File: src/rtl/uart_loop_tester.sv
// uart_loop_tester: host-side initiator for a UART echo path.
// Sends NUM_BYTES 8N1 frames, waits for each echo, compares it and reports pass/fail.
// Optional feature: define UART_LOOP_LFSR_EN to draw the pattern from an 8-bit LFSR
// (x^8+x^6+x^5+x^4+1) instead of an incrementing counter.
module uart_loop_tester #(
    parameter int         BPS_CNT     = 5208,
    parameter int         NUM_BYTES   = 16,
    parameter int         TIMEOUT_CNT = 30,
    parameter logic [7:0] SEED        = 8'h00
) (
    input  logic        clk,
    input  logic        rst_n,
    input  logic        start,
    input  logic        uart_rx,
    output logic        uart_tx,
    output logic        busy,
    output logic        done,
    output logic        pass,
    output logic [15:0] err_cnt,
    output logic [15:0] byte_cnt
);
    localparam int BW = $clog2(BPS_CNT);
    localparam int TW = $clog2(TIMEOUT_CNT * BPS_CNT + 1);
    localparam logic [BW-1:0] BIT_LAST  = BW'(BPS_CNT - 1);
    localparam logic [BW-1:0] HALF_LAST = BW'(BPS_CNT / 2 - 1);
    localparam logic [TW-1:0] TO_LAST   = TW'(TIMEOUT_CNT * BPS_CNT);
    localparam logic [15:0]   LAST_BYTE = 16'(NUM_BYTES);

`ifdef UART_LOOP_LFSR_EN
    // An all-zero LFSR would lock up, so a zero seed starts at 1.
    localparam logic [7:0] PAT_INIT = (SEED == 8'h00) ? 8'h01 : SEED;
    function automatic logic [7:0] pat_step(input logic [7:0] q);
        return {q[6:0], q[7] ^ q[5] ^ q[4] ^ q[3]};
    endfunction
`else
    localparam logic [7:0] PAT_INIT = SEED;
    function automatic logic [7:0] pat_step(input logic [7:0] q);
        return q + 8'd1;
    endfunction
`endif

    typedef enum logic [2:0] {IDLE, SEND, WAIT, CHECK, DONE} state_t;
    state_t state, state_next;

    logic [BW-1:0] tx_cnt;
    logic [3:0]    tx_bit;
    logic [9:0]    tx_sh;
    logic [TW-1:0] to_cnt;
    logic          to_flag;
    logic [7:0]    pattern, pat_next;
    logic          got, got_stop;
    logic [7:0]    got_data;
    logic          rx_s1, rx_s2, rx_prev, rx_active, rx_done, rx_stop;
    logic [BW-1:0] rx_cnt;
    logic [3:0]    rx_bit;
    logic [7:0]    rx_sh;
    logic          tx_last, timeout, err_hit, enter_send;
    logic [15:0]   err_next;

    assign busy = (state == SEND) || (state == WAIT) || (state == CHECK);
    assign done = (state == DONE);

    // State register
    always_ff @(posedge clk or negedge rst_n) begin
        if (!rst_n) state <= IDLE;
        else        state <= state_next;
    end

    // Next state and per-byte decisions
    always_comb begin
        tx_last  = (tx_cnt == BIT_LAST) && (tx_bit == 4'd9);
        // An echo already in flight when the window closes is allowed to finish.
        timeout  = (to_cnt == TO_LAST) && !rx_active && !rx_done && !got;
        err_hit  = (state == CHECK) && (to_flag || !got_stop || (got_data != pattern));
        err_next = (err_hit && (err_cnt != 16'hFFFF)) ? err_cnt + 16'd1 : err_cnt;
        pat_next = (state == IDLE) ? PAT_INIT : pat_step(pattern);
        state_next = state;
        case (state)
            IDLE:    if (start) state_next = SEND;
            SEND:    if (tx_last) state_next = WAIT;
            WAIT:    if (got || timeout) state_next = CHECK;
            CHECK:   state_next = (byte_cnt < LAST_BYTE) ? SEND : DONE;
            DONE:    state_next = IDLE;
            default: state_next = IDLE;
        endcase
        enter_send = (state_next == SEND) && (state != SEND);
    end

    // Transmitter, echo capture, counters and result
    always_ff @(posedge clk or negedge rst_n) begin
        if (!rst_n) begin
            uart_tx  <= 1'b1;
            tx_cnt   <= '0;
            tx_bit   <= 4'd0;
            tx_sh    <= '1;
            to_cnt   <= '0;
            to_flag  <= 1'b0;
            pattern  <= 8'h00;
            got      <= 1'b0;
            got_data <= 8'h00;
            got_stop <= 1'b0;
            err_cnt  <= 16'd0;
            byte_cnt <= 16'd0;
            pass     <= 1'b0;
        end else begin
            // Arming the receiver here lets an early echo land while we still send.
            if (enter_send) begin
                tx_cnt  <= '0;
                tx_bit  <= 4'd0;
                tx_sh   <= {1'b1, pat_next, 1'b0};
                to_cnt  <= '0;
                to_flag <= 1'b0;
                got     <= 1'b0;
            end
            case (state)
                IDLE: begin
                    uart_tx <= 1'b1;
                    if (start) begin
                        err_cnt  <= 16'd0;
                        byte_cnt <= 16'd0;
                        pass     <= 1'b0;
                        pattern  <= PAT_INIT;
                    end
                end
                SEND: begin
                    uart_tx <= tx_sh[0];
                    if (tx_cnt == BIT_LAST) begin
                        tx_cnt <= '0;
                        tx_sh  <= {1'b1, tx_sh[9:1]};
                        tx_bit <= tx_bit + 4'd1;
                    end else begin
                        tx_cnt <= tx_cnt + BW'(1);
                    end
                    if (tx_last) byte_cnt <= byte_cnt + 16'd1;
                end
                WAIT: begin
                    uart_tx <= 1'b1;
                    if (to_cnt != TO_LAST) to_cnt <= to_cnt + TW'(1);
                    if (timeout) to_flag <= 1'b1;
                end
                CHECK: begin
                    uart_tx <= 1'b1;
                    err_cnt <= err_next;
                    pattern <= pat_next;
                    if (state_next == DONE) pass <= (err_next == 16'd0);
                end
                default: uart_tx <= 1'b1;
            endcase
            // Only the first echo byte per sent byte counts; anything else is dropped.
            if (rx_done && !got && ((state == SEND) || (state == WAIT))) begin
                got      <= 1'b1;
                got_data <= rx_sh;
                got_stop <= rx_stop;
            end
        end
    end

    // Receiver: synchroniser, start validation at half bit, mid-bit sampling
    always_ff @(posedge clk or negedge rst_n) begin
        if (!rst_n) begin
            rx_s1     <= 1'b1;
            rx_s2     <= 1'b1;
            rx_prev   <= 1'b1;
            rx_active <= 1'b0;
            rx_done   <= 1'b0;
            rx_stop   <= 1'b0;
            rx_cnt    <= '0;
            rx_bit    <= 4'd0;
            rx_sh     <= 8'h00;
        end else begin
            rx_s1   <= uart_rx;
            rx_s2   <= rx_s1;
            rx_prev <= rx_s2;
            rx_done <= 1'b0;
            if (!rx_active) begin
                if (rx_prev && !rx_s2) begin
                    rx_active <= 1'b1;
                    rx_cnt    <= '0;
                    rx_bit    <= 4'd0;
                end
            end else if (rx_bit == 4'd0) begin
                if (rx_cnt == HALF_LAST) begin
                    rx_cnt <= '0;
                    if (rx_s2) rx_active <= 1'b0;   // glitch, not a start bit
                    else       rx_bit    <= 4'd1;
                end else begin
                    rx_cnt <= rx_cnt + BW'(1);
                end
            end else if (rx_cnt == BIT_LAST) begin
                rx_cnt <= '0;
                if (rx_bit == 4'd9) begin
                    rx_active <= 1'b0;
                    rx_done   <= 1'b1;
                    rx_stop   <= rx_s2;
                end else begin
                    rx_sh  <= {rx_s2, rx_sh[7:1]};
                    rx_bit <= rx_bit + 4'd1;
                end
            end else begin
                rx_cnt <= rx_cnt + BW'(1);
            end
        end
    end

endmodule

File: config.mk
export PLATFORM = sky130hd
export DESIGN_NAME = uart_loop_tester
export DESIGN_NICKNAME = d
export VERILOG_FILES = /design/src/rtl/uart_loop_tester.sv
export SDC_FILE = /design/constraint.sdc
export NUM_CORES = 1
export LEC_CHECK = 0
export ABC_AREA = 1
export CORE_AREA = 2 2 159 161
export DETAILED_ROUTE_END_ITERATION = 7
export DIE_AREA = 0 0 161 163
export PLACE_DENSITY_LB_ADDON = 0.08
export SLEW_MARGIN = 40
export SYNTH_ARGS = -nofsm -noshare
export SYNTH_HDL_FRONTEND = slang
export SYNTH_SLANG_ARGS = --single-unit
export TNS_END_PERCENT = 5
File: constraint.sdc
create_clock -name clk -period 2.45 [get_ports clk]
set_clock_uncertainty 0.15 [all_clocks]
set_input_delay 0.49 -clock clk [delete_from_list [all_inputs] [get_ports clk]]
set_output_delay 0.49 -clock clk [all_outputs]
set_load 0.05 [all_outputs]
# ---- Word-level counts from Yosys, hierarchy flattened
# Index checks and enable logic that the tools add are counted.
dict set report op_classes {
  n_bitwise 2
  n_reduce_logical 34
  eq_ne 23
  muxes 57
  order_cmp 1
  add_sub_neg 8
}
# operator count
set op_table {}
lappend op_table {{13-bit two-way mux} 8}
lappend op_table {{16-bit one-hot mux with 2 select lines} 2}
lappend op_table {{18-bit two-way mux} 3}
lappend op_table {{16-bit two-way mux} 3}
lappend op_table {{4-bit two-way mux} 10}
lappend op_table {{16-bit by 1-bit adder with 16-bit output (second input constant)} 2}
lappend op_table {{10-bit two-way mux} 3}
lappend op_table {{13-bit by 1-bit adder with 13-bit output (second input constant)} 2}
lappend op_table {{13-bit == test (second input constant)} 2}
lappend op_table {{1-bit two-way mux} 19}
lappend op_table {{18-bit by 1-bit adder with 18-bit output (second input constant)} 1}
lappend op_table {{18-bit == test (second input constant)} 1}
lappend op_table {{18-bit != test (second input constant)} 1}
lappend op_table {{16-bit logical NOT} 1}
lappend op_table {{16-bit by 5-bit less-than comparator with 1-bit output (second input constant)} 1}
lappend op_table {{8-bit two-way mux} 2}
lappend op_table {{16-bit != test (second input constant)} 1}
lappend op_table {{8-bit one-hot mux with 2 select lines} 1}
lappend op_table {{13-bit by 12-bit == test with 1-bit output (second input constant)} 1}
lappend op_table {{3-bit two-way mux} 4}
lappend op_table {{3-bit one-hot mux with 4 select lines} 1}
lappend op_table {{1-bit logical AND} 10}
lappend op_table {{2-bit nonzero test} 5}
lappend op_table {{4-bit by 1-bit adder with 4-bit output (second input constant)} 2}
lappend op_table {{other kinds (21)} 39}
dict set report word_totals {
  output_inout_bits 36
  ff_bits 132
  wordCells 148
  in_bits 4
}

# ---- Depth between registers and ports, before layout
dict set report logic_depth {
  word_depth 12
  depth_mapped 17
  mapped_depth_nobuf 16
}

# ---- Least setup slack after synthesis
# Ideal clock, no wire load.
dict set report synth_timing {
  kind {flip-flop to flip-flop}
  start {register err_cnt[1]}
  end {register pass}
  setup_slack_ns 0.072
  synth_period_minus_slack_ns 2.378
  t_arrival_ns 2.162
  path_stages_with_launch 13
  path_cell_list {dfrtp_1 -> ha_1 -> nand2_1 -> nor2_4 -> nand4_2 -> nand3_2 -> buf_4 -> inv_1 -> o21ai_1 -> nand3_1 -> nor2_1 -> nand2_1 -> nand2_1}
}
dict set report synth_via {
  elab_chain_len 6
  word_cells_on_any_way 7
  cone_classes {add/sub: 1; eq/ne: 1; mux: 3; reduce/logical: 2}
}
# element line_no
set synth_rtl {}
lappend synth_rtl {{start: declaration} 19} ;# output logic [15:0] err_cnt,
lappend synth_rtl {{start signal: assignment} 143} ;# err_cnt <= err_next;
lappend synth_rtl {{parallel branches: the longest is 2 deep, another holds 16-bit by 1-bit adder with 16-bit output} n/a}
lappend synth_rtl {{16-bit two-way mux *} 75} ;# err_next = (err_hit && (err_cnt != 16'hFFFF)) ? err_cnt + 16'd1 : err_cnt;
lappend synth_rtl {{16-bit logical NOT *} 145} ;# if (state_next == DONE) pass <= (err_next == 16'd0);
lappend synth_rtl {{1-bit two-way mux *} 145}
lappend synth_rtl {{1-bit one-hot mux with 2 select lines *} 115} ;# case (state)
lappend synth_rtl {{end signal: assignment} 145}
lappend synth_rtl {{end: declaration} 18} ;# output logic pass,
# Mark *: on every way between the ends. The select of a mux whose other input is x is not followed.
# A chain may end at the register's enable or synchronous reset.

# ---- Worst setup path after layout
dict set report layout_timing {
  start {register uart_tx}
  end {output uart_tx}
}
# element line_no
set layout_lines {}
lappend layout_lines {{start: declaration} 15} ;# output logic uart_tx,
lappend layout_lines {{start signal: assignment} 126} ;# uart_tx <= tx_sh[0];
# No word-level cell between the ends.

==> flow_summary.yaml <==
synthesis:
  synth_top_cell_by_area: "dfrtp_1"
  ys_seq_area_share_pct: 45.91
  synthTopCellsByArea: "dfrtp_1 (41%), nand2_1 (10%), inv_1 (7.4%), dfstp_2 (5.1%), o21ai_0 (4.5%)"
  synth_nets: 934
  synth_area_per_cell_um2: 7.879
  synth_top_area_share_pct: 40.82
  ys_ff_latch: 132
  yosysWarningCount: 0
  synthCells: 918
  ys_async_sr_fraction_pct: 100.0
  synthDistinctLibCells: 44
  synth_area_um2: 7233
  synth_edf_count: 0
  synth-main-ff-cell: "dfrtp_1"
critical_path:
  crit_buf_inv: 1
  cp-end-kind: "primary output"
  startpoint_type: "register"
  critPathMaxStageDelay_ns: 0.79
  cp_max_fo: 1
  crit_chain: "clkdlybuf4s50_1"
  critPathTopFamily: "buffers and inverters"
  crit_arrival_ns: 1.74
  cp_slowest_cell: "clkdlybuf4s50_1"
  criticalPathCategory: "reg2out"
  cp_data_required_time_ns: 1.81
finish:
  utilization_pct: 35.90
  final_cells: 1340
  area_growth_pct: 22.47
  insertedDiodeCount: 0
  postLayoutCellArea_um2: 8859
  final_common_cell: "nand2_1"
  final_cell_mix: "nand2_1 (199), inv_1 (143), dfrtp_1 (118)"
  layout.nets: 1013
  drive_gt1_share_pct: 10.40
clocking:
  clkTransAtPathRegs_ns: 0.06
  post-cts-setup-buffers: 0
  cts_inserted_buffers: 17
  cts_tree: "done"
  clock_latency_ns: 0.42
  h-tree-depth: 4
  cts_sinks: 132
  cts_buffer_depth: 2
  ctsRootBufferMaster: "clkbuf_16"
timing:
  hold_viol: 0
  worst_pin_slew_ns: 0.5158
  fmaxAchievable_mhz: 419.3
  finalCriticalPeriod_ns: 2.385
  holdWs_ns: 0.2049
  fin_ws_ns: 0.06513
  fin_tns_setup_ns: 0
  rsz0062_at_grt: "no"
  relSlewSlack_pct: 65.51
  slew_violations: 0
  setup_viol: 0
  finalCritPeriodShare_pct: 97.34
global_routing:
  grt_use_met3_pct: 2.776
  grt_pass1_vias: 6121
  use_met2_pct: 24.07
  antenna_found_initial: 0
  grt_max_degree: 42
  grt_overflow: 0
  grt_util_met1_pct: 19.97
  grt_use_total_pct: 14.74
  grt.busiest_layer: "met2"
  grt_first_pass_wirelength_um: 30900
run_status:
  outcome: "finished clean"
place:
  io_buffers: 39
  hpwl_um: 13540
  gp_congestion: 0.8046
  dp.cells: 1307
  pre_cts_ws_ns: 0.1861
  placed_cell_area_um2: 8254
drt:
  dr_total_vias: 6230
  wire_per_inst_um: 13.83
  drc_errors: 0
  drt_iter0_drc: 444
  via_per_inst: 4.649
  route.antenna.remaining_nets: 0
  drt_first_pass_iters: 5
  wl_um: 18530
floorplanning:
  die_height_um: 163
  io_pins: 40
  core-area_um2: 24670
  fp.dieArea_um2: 26240
  rows: 58
  die_w_um: 161
  initial_core_util_pct: 29.32
hold_path:
  hp-class: "reg2reg"
power_and_ir_drop:
  total_power_mw: 5.396
  leakage_nw: 4.328
  ir_drop_mv: 0.4213
  power.density_nw_per_um2: 609.2
job:
  maxCapViolCount: 0
## where the power goes
| group | internal [mW] | leakage (nW) | switching, mW |
|---|---|---|---|
| Clock | 1.60 | 0.293 | 0.962 |
| Combinational | 0.170 | 2.55 | 0.365 |
| Sequential | 2.25 | 1.48 | 0.0538 |
## state kept, by name, indices dropped and copies added, names as in the netlist, 4 cells and up
name      cells
to_cnt       18
byte_cnt     16
err_cnt      16
rx_cnt       13
tx_cnt       13
tx_sh        10
got_data      8
pattern       8
rx_sh         8
rx_bit        4
tx_bit        4
## timing repair
| item | CTS | global route |
|---|---|---|
| hold endpoints to repair | 29 | 0 |
| gates resized for setup | 0 | 2 |
| setup endpoints to repair | 0 | 5 |
| hold buffers | 1 | 0 |
## cell usage after synthesis, types with 2 or more instances
master    number
o31ai_1        6
nor2_2         3
nand4_1       31
a21oi_1       20
a31oi_1        2
nor4_1        11
dfrtp_1      118
nand2_1      200
dfstp_2       14
clkbuf_1       9
clkinv_1       2
nor2_1        86
xor2_1        36
buf_4          2
o22ai_1       33
buf_2          5
nor2_4         2
inv_2          2
o21ai_0       65
nor3_1        24
nor3_2         2
a211oi_1       4
o32ai_1        5
inv_1        143
ha_1          12
nand3_1       54
a221oi_1       5
o21ai_1        2
xnor2_1        5
## per-layer routing
layer	vias to the layer above	routed length, µm
li1	3183	-
met1	2929	8946
met2	103	8848
met3	15	549
met4	0	186
met5	-	0
## layout make-up
class / count / area [µm²]
clock buffers: 23 / 488.0
clock inverters: 9 / 101.3
fillers: 2575 / 15820
inverters: 148 / 558.0
multi-input cells: 622 / 3283
flip-flops and latches: 132 / 3321
well taps: 330 / 412.9
repair buffers: 76 / 694.4
## final timing paths
| check | startpoint | endpoint | slack (ns) | depth (start not counted) |
|---|---|---|---|---|
| worst max-delay path | uart_tx | uart_tx | 0.07 | 1 |
| worst min-delay path | rx_s1 | rx_s2 | 0.20 | 0 |
| worst max register to register | rx_bit[0] | rx_cnt[4] | 0.25 | 10 |
| worst min register to register | rx_s1 | rx_s2 | 0.20 | 0 |
| max in group asynchronous | rst_n | to_cnt[14] | 1.03 | 3 |
| min in group asynchronous | rst_n | byte_cnt[15] | 0.41 | 2 |
## logic make-up after synthesis
logic type,synth area share (%)
compound gates,11.73
buf+inv,8.735
fa+ha+maj,2.076
flops,45.91
xor+xnor,4.964
simple gates,26.59
Power figures use the tool's default switching activity.
